File: config.mk
export PLATFORM = sky130hd
export DESIGN_NAME = imem_loader_flat
export DESIGN_NICKNAME = d
export VERILOG_FILES = /design/src/rtl/hisoc_loader_pkg.sv /design/src/rtl/imem_loader_if.sv /design/src/rtl/imem_loader_csum.sv /design/src/rtl/imem_loader.sv /design/src/flat_wrapper.sv
export SDC_FILE = /design/constraint.sdc
export NUM_CORES = 1
export LEC_CHECK = 0
export BUFFER_PORTS_ARGS = -buffer_cell sky130_fd_sc_hd__buf_2
export CORE_MARGIN = 10
export CORE_UTILIZATION = 49
export DETAILED_ROUTE_END_ITERATION = 16
export PLACE_DENSITY = 0.79
export SYNTH_ARGS = -nofsm -noshare
export SYNTH_HDL_FRONTEND = slang
export SYNTH_SLANG_ARGS = --single-unit
File: constraint.sdc
create_clock -name clk -period 2.9 [get_ports clk]
set_clock_uncertainty 0.15 [all_clocks]
set_input_delay 0.435 -clock clk [delete_from_list [all_inputs] [get_ports clk]]
set_output_delay 0.435 -clock clk [all_outputs]
set_load 0.05 [all_outputs]
File: src/rtl/hisoc_loader_pkg.sv
// Shared definitions for the instruction-memory loader: FSM state encoding,
// image word width and default memory depth.
package hisoc_loader_pkg;

  localparam int IMEM_WORD_W        = 32;
  localparam int IMEM_DEPTH_DEFAULT = 256;

  typedef enum logic [1:0] {
    ST_IDLE = 2'd0,
    ST_LOAD = 2'd1,
    ST_HOLD = 2'd2,
    ST_RUN  = 2'd3
  } loader_state_e;

endpackage

File: src/rtl/imem_loader_if.sv
// Valid/ready image word stream feeding the instruction-memory loader.
// master = image source, slave = loader.
interface imem_loader_if;
  import hisoc_loader_pkg::*;

  logic                   s_valid;
  logic                   s_ready;
  logic [IMEM_WORD_W-1:0] s_data;
  logic                   s_last;

  modport master (output s_valid, output s_data, output s_last, input s_ready);
  modport slave  (input s_valid, input s_data, input s_last, output s_ready);

endinterface

File: src/rtl/imem_loader_csum.sv
// 32-bit additive checksum accumulator for the image loader. The running sum
// is cleared at the start of each load, accumulates every non-checksum word
// and is compared combinationally against the checksum word.
module imem_loader_csum
  import hisoc_loader_pkg::*;
(
  input  logic                   clk,
  input  logic                   rst_n,
  input  logic                   clear,
  input  logic                   add,
  input  logic [IMEM_WORD_W-1:0] add_data,
  input  logic [IMEM_WORD_W-1:0] cmp_data,
  output logic                   match
);

  logic [IMEM_WORD_W-1:0] sum_q;

  // Running sum modulo 2^32; clear wins over add.
  always_ff @(posedge clk) begin
    if (!rst_n) begin
      sum_q <= '0;
    end else if (clear) begin
      sum_q <= '0;
    end else if (add) begin
      sum_q <= sum_q + add_data;
    end
  end

  assign match = (sum_q == cmp_data);

endmodule

File: src/rtl/imem_loader.sv
// Instruction-memory loader: accepts a program image over a valid/ready word
// stream, writes it to instruction memory one cycle after each transfer, then
// releases the core from reset after a settle window.
// Build option: define IMEM_LOADER_CSUM_EN to treat the s_last word as an
// additive checksum of the image instead of an instruction.
//
// state | meaning
// IDLE  | no image loaded, core held in reset
// LOAD  | accepting image words, core held in reset
// HOLD  | image complete, settle window counting down, core held in reset
// RUN   | core released (done reflects image quality)
module imem_loader
  import hisoc_loader_pkg::*;
#(
  parameter int DEPTH          = IMEM_DEPTH_DEFAULT,
  parameter int AW             = $clog2(DEPTH),
  parameter int RELEASE_CYCLES = 4
) (
  input  logic                   clk,
  input  logic                   rst_n,
  input  logic                   load_start,
  imem_loader_if.slave           s,
  output logic                   mem_we,
  output logic [AW-1:0]          mem_addr,
  output logic [IMEM_WORD_W-1:0] mem_wdata,
  output logic                   core_rst_n,
  output logic [AW:0]            word_cnt,
  output logic                   done,
  output logic                   err
);

  // The hold counter runs RELEASE_CYCLES..0 so the core leaves reset
  // RELEASE_CYCLES+1 cycles after the final memory write cycle.
  localparam int              HW        = $clog2(RELEASE_CYCLES + 1);
  localparam logic [HW-1:0]   HOLD_INIT = HW'(RELEASE_CYCLES);
  localparam logic [AW:0]     CNT_FULL  = (AW + 1)'(DEPTH);

  loader_state_e state_q;
  logic [HW-1:0] hold_cnt_q;
  logic          csum_bad_q;
  logic          xfer;
  logic          start_load;
  logic          write_word;
  logic          csum_match;

  assign s.s_ready  = (state_q == ST_LOAD);
  assign xfer       = s.s_valid && s.s_ready;
  assign start_load = load_start && ((state_q == ST_IDLE) || (state_q == ST_RUN));

`ifdef IMEM_LOADER_CSUM_EN
  localparam bit CSUM_EN = 1'b1;

  imem_loader_csum u_csum (
    .clk      (clk),
    .rst_n    (rst_n),
    .clear    (start_load),
    .add      (xfer && !s.s_last),
    .add_data (s.s_data),
    .cmp_data (s.s_data),
    .match    (csum_match)
  );
`else
  localparam bit CSUM_EN = 1'b0;

  assign csum_match = 1'b1;
`endif

  // The checksum word is consumed, never written to memory.
  assign write_word = xfer && !(CSUM_EN && s.s_last);

  // Loader FSM with registered memory-write and core-control outputs.
  always_ff @(posedge clk) begin
    if (!rst_n) begin
      state_q    <= ST_IDLE;
      hold_cnt_q <= '0;
      csum_bad_q <= 1'b0;
      mem_we     <= 1'b0;
      mem_addr   <= '0;
      mem_wdata  <= '0;
      core_rst_n <= 1'b0;
      word_cnt   <= '0;
      done       <= 1'b0;
      err        <= 1'b0;
    end else begin
      mem_we <= 1'b0;
      case (state_q)
        ST_IDLE, ST_RUN: begin
          if (start_load) begin
            state_q    <= ST_LOAD;
            word_cnt   <= '0;
            err        <= 1'b0;
            done       <= 1'b0;
            core_rst_n <= 1'b0;
            csum_bad_q <= 1'b0;
          end
        end
        ST_LOAD: begin
          if (write_word) begin
            if (word_cnt == CNT_FULL) begin
              err <= 1'b1;
            end else begin
              mem_we    <= 1'b1;
              mem_addr  <= word_cnt[AW-1:0];
              mem_wdata <= s.s_data;
              word_cnt  <= word_cnt + 1'b1;
            end
          end
          if (xfer && s.s_last) begin
            state_q    <= ST_HOLD;
            hold_cnt_q <= HOLD_INIT;
            if (CSUM_EN && !csum_match) begin
              err        <= 1'b1;
              csum_bad_q <= 1'b1;
            end
          end
        end
        ST_HOLD: begin
          if (hold_cnt_q == '0) begin
            if (csum_bad_q) begin
              state_q <= ST_IDLE;
            end else begin
              state_q    <= ST_RUN;
              core_rst_n <= 1'b1;
              done       <= !err;
            end
          end else begin
            hold_cnt_q <= hold_cnt_q - 1'b1;
          end
        end
        default: state_q <= ST_IDLE;
      endcase
    end
  end

endmodule

File: src/flat_wrapper.sv
// flat-port wrapper written by rule: the top's interface ports become plain ports
module imem_loader_flat import hisoc_loader_pkg::*;
#(
  parameter int DEPTH          = IMEM_DEPTH_DEFAULT,
  parameter int AW             = $clog2(DEPTH),
  parameter int RELEASE_CYCLES = 4
)
  (clk, rst_n, load_start, mem_we, mem_addr, mem_wdata, core_rst_n, word_cnt, done, err, s_s_valid, s_s_data, s_s_last, s_s_ready);
  imem_loader_if s_i ();
  input  logic clk;
  input  logic rst_n;
  input  logic load_start;
  output logic mem_we;
  output logic [AW-1:0] mem_addr;
  output logic [IMEM_WORD_W-1:0] mem_wdata;
  output logic core_rst_n;
  output logic [AW:0] word_cnt;
  output logic done;
  output logic err;
  input wire logic [$bits(s_i.s_valid)-1:0] s_s_valid;
  input wire logic [$bits(s_i.s_data)-1:0] s_s_data;
  input wire logic [$bits(s_i.s_last)-1:0] s_s_last;
  output wire logic [$bits(s_i.s_ready)-1:0] s_s_ready;
  assign s_i.s_valid = s_s_valid;
  assign s_i.s_data = s_s_data;
  assign s_i.s_last = s_s_last;
  assign s_s_ready = s_i.s_ready;
  imem_loader #(.DEPTH(DEPTH), .AW(AW), .RELEASE_CYCLES(RELEASE_CYCLES)) u_core (.clk(clk), .rst_n(rst_n), .load_start(load_start), .s(s_i), .mem_we(mem_we), .mem_addr(mem_addr), .mem_wdata(mem_wdata), .core_rst_n(core_rst_n), .word_cnt(word_cnt), .done(done), .err(err));
endmodule
==> impl_metrics.py <==
metrics = {
    "synthesis": {
        "yosys_most_used_dff": "dfxtp_1",
        "netlist_area_um2": 2540,
        "async_reset_ff_share_pct": 0,
        "synth_top_area_share_pct": 45.7,
        "yosysSeqAreaShare_pct": 45.7,
        "yosysMostFrequentCell": "nand2_1",
        "syn-num-nets": 345,
        "yosys.area.top_type": "dfxtp_1",
        "synth-edff-count": 0,
        "synth_seq_cells": 58,
        "synth.distinct_cells": 43,
        "synthTopCellsByArea": "dfxtp_1 46%, nand2_1 13%, a21boi_0 9.2%",
        "avgSynthCellArea_um2": 8.42,
        "synthTopCellsByCount": "89 x nand2_1, 58 x dfxtp_1, 31 x a21boi_0",
        "yosys_warnings": 0,
        "synthCells": 302,
    },
    "floorplanning": {
        "num_rows": 26,
        "die_area_um2": 8470,
        "start_util_pct": 50.1,
        "die_y_um": 92.0,
        "die_width_um": 92.0,
        "core_um2": 5070,
        "io_pins": 91,
    },
    "cts": {
        "numCtsBuffers": 9,
        "cts_resized": 0,
        "clkSinkCount": 58,
        "cts-root-buf": "clkbuf_8",
        "cts-hold-fix-buffers": 0,
        "htreeDepth": 3,
        "cts_setup_buffers": 0,
        "clk_path_buf_depth": 2,
        "cts_tree": "built",
        "clkSlewWorstSetupHoldPaths_ns": 0.06,
        "clk_latency_ns": 0.32,
    },
    "route": {
        "drt_wl_total_mm": 6.44,
        "drc": 0,
        "drtIter0Drc": 123,
        "wl_per_cell_um": 14.0,
        "first_pass_iters": 4,
        "drtAntennaViolNets": 0,
        "vias": 2323,
        "viasPerCell": 5.05,
    },
    "finish": {
        "fin_nets": 429,
        "final_cell_count_no_fill": 460,
        "drive_gt1_share_pct": 28.5,
        "area_growth_pct": 25.1,
        "antennaDiodeCount": 0,
        "fill_cells": 448,
    },
    "power": {
        "power_leakage_nw": 1.39,
        "finalPower_mw": 2.57,
        "power_density_nw_per_um2": 806,
        "ir_drop_v": 0.000539,
    },
    "worst_setup_path": {
        "endpoint_kind": "register",
        "r2r_end": "u_core.word_cnt[4]",
        "r2r_cells": 6,
        "cp.required_ns": 2.99,
        "crit_fanout": 9,
        "worstSetupStartpointType": "register",
        "worstSetupPathType": "reg2reg",
        "r2r_slack_ns": 0.67,
        "r2r-start": "u_core.state_q[0]",
        "arrival_ns": 2.32,
    },
    "job": {
        "maxCapViolations": 0,
    },
    "grt": {
        "grt_pass1_wl_mm": 10.4,
        "grt_use_total_pct": 14.9,
        "grt_max_degree": 44,
        "grt_overflow": 0,
        "first_global_vias": 2120,
        "antenna_found_initial": 0,
    },
    "min_path": {
        "min_path_cells": 3,
        "hold-path-endpoint": "u_core.mem_wdata[18]",
        "hp-class": "in2reg",
        "min-delay-start": "s_s_data[18]",
    },
    "placed_design": {
        "hpwl_mm": 4.65,
        "port_buffers": 90,
        "place_ws_ns": 0.694,
        "dp_cells": 445,
        "gp_congestion": 0.836,
    },
    "sta": {
        "fin_setup_tns_ns": 0,
        "slew_headroom_pct": 51.5,
        "timing.final.crit_share_pct": 77.1,
        "final-setup-viol-count": 0,
        "hold_ws_ns": 0.193,
        "clock.fmax_ghz": 0.447,
        "hold_violations": 0,
        "maxSlewViolCount": 0,
        "grt_setup_unrepaired": "false",
        "period_minus_slack_ns": 2.23,
        "setup_ws_ns": 0.665,
        "worstMarginPinSlew_ns": 0.721,
    },
    "run_status": {
        "status": "completed",
    },
}
==> cells by family after synthesis <==
group                    synth area share [%]
AO/OA/AOI/OAI                            21.9
XOR/XNOR                                0.689
adder cells (fa/ha/maj)                  2.95
buffers and inverters                    5.66
flip-flops                               45.7
multiplexers                            0.787
AND/OR/NAND/NOR                          22.4
==> per-layer routing <==
| layer | vias to the layer above | wire (um) | track usage (%) |
|---|---|---|---|
| met5 | - | 0 | 0 |
| met4 | 0 | 120 | 7.97 |
| met3 | 9 | 608 | 5.87 |
| met2 | 88 | 2820 | 21.7 |
| met1 | 1041 | 2900 | 18.4 |
| li1 | 1185 | - | - |
==> registers in the layout, indices dropped and copies added (netlist names) <==
signal,cells
u_core.err,1
u_core.hold_cnt_q,3
u_core.mem_we,1
u_core.state_q,2
u_core.mem_wdata,32
u_core.core_rst_n,1
u_core.mem_addr,8
u_core.word_cnt,9
u_core.done,1
==> cells in the final DEF, fill, tap and decap left out, drive strengths merged, types with 2 or more instances in the layout <==
cell	netlist	final
clkbuf	12	12
nand3	5	5
a21boi	43	43
a211oi	3	3
o21a	5	5
mux2i	2	2
ha	6	6
nor4	3	3
xnor2	2	2
o31ai	2	2
nand2b	3	3
dfxtp	58	58
a21oi	6	6
nand2	89	89
and2	2	2
o21ai	8	8
nor2b	2	2
buf	8	93
nor3	3	3
nor2	10	10
clkinv	0	2
o2111ai	2	2
and3	3	3
nand4	2	2
or3	2	2
inv	8	8
==> area by class of cell <==
cell class	count	area [um^2]	area share, %
tap	70	87.6	2.75
sequential	58	1160	36.5
multi-input combinational	216	1240	39.1
timing repair buffer	93	473	14.9
inverter	8	30.0	0.944
clock inverter	3	40.0	1.26
clock buffer	12	145	4.56
==> critical path: stages, from the launching register on <==
cell,delay (ns)
dfxtp_1,0.34
inv_1,0.06
ha_1,0.43
mux2i_1,0.17
or3_1,0.41
or4b_1,0.50
o311ai_1,0.09
==> where the power goes <==
group	internal [mW]	switching, mW
logic	0.248	0.667
clock network	0.413	0.299
registers	0.887	0.0506
total	1.55	1.02
==> stage by stage <==
stage | utilization (%) | area, um^2
2_1_floorplan | - | 2540
3_3_place_gp | 59.0 | 3000
3_5_place_dp | 59.0 | 3000
4_1_cts | 62.7 | 3180
5_1_grt | 62.7 | 3180
6_report | 62.7 | 3180
==> worst max path at each step <==
stage / startpoint / endpoint / slack (ns) / cells past startpoint
after floorplan: u_core.state_q[1] / u_core.word_cnt[4] / 0.57 / 7
after global placement: u_core.state_q[0] / u_core.word_cnt[4] / 0.75 / 6
after detailed placement: u_core.state_q[0] / u_core.word_cnt[4] / 0.69 / 6
after CTS: u_core.state_q[0] / u_core.word_cnt[4] / 0.67 / 6
after global routing: u_core.word_cnt[0] / u_core.word_cnt[5] / 0.52 / 6
final: u_core.state_q[0] / u_core.word_cnt[4] / 0.67 / 6
No activity file was read; power rests on OpenSTA's default activity.
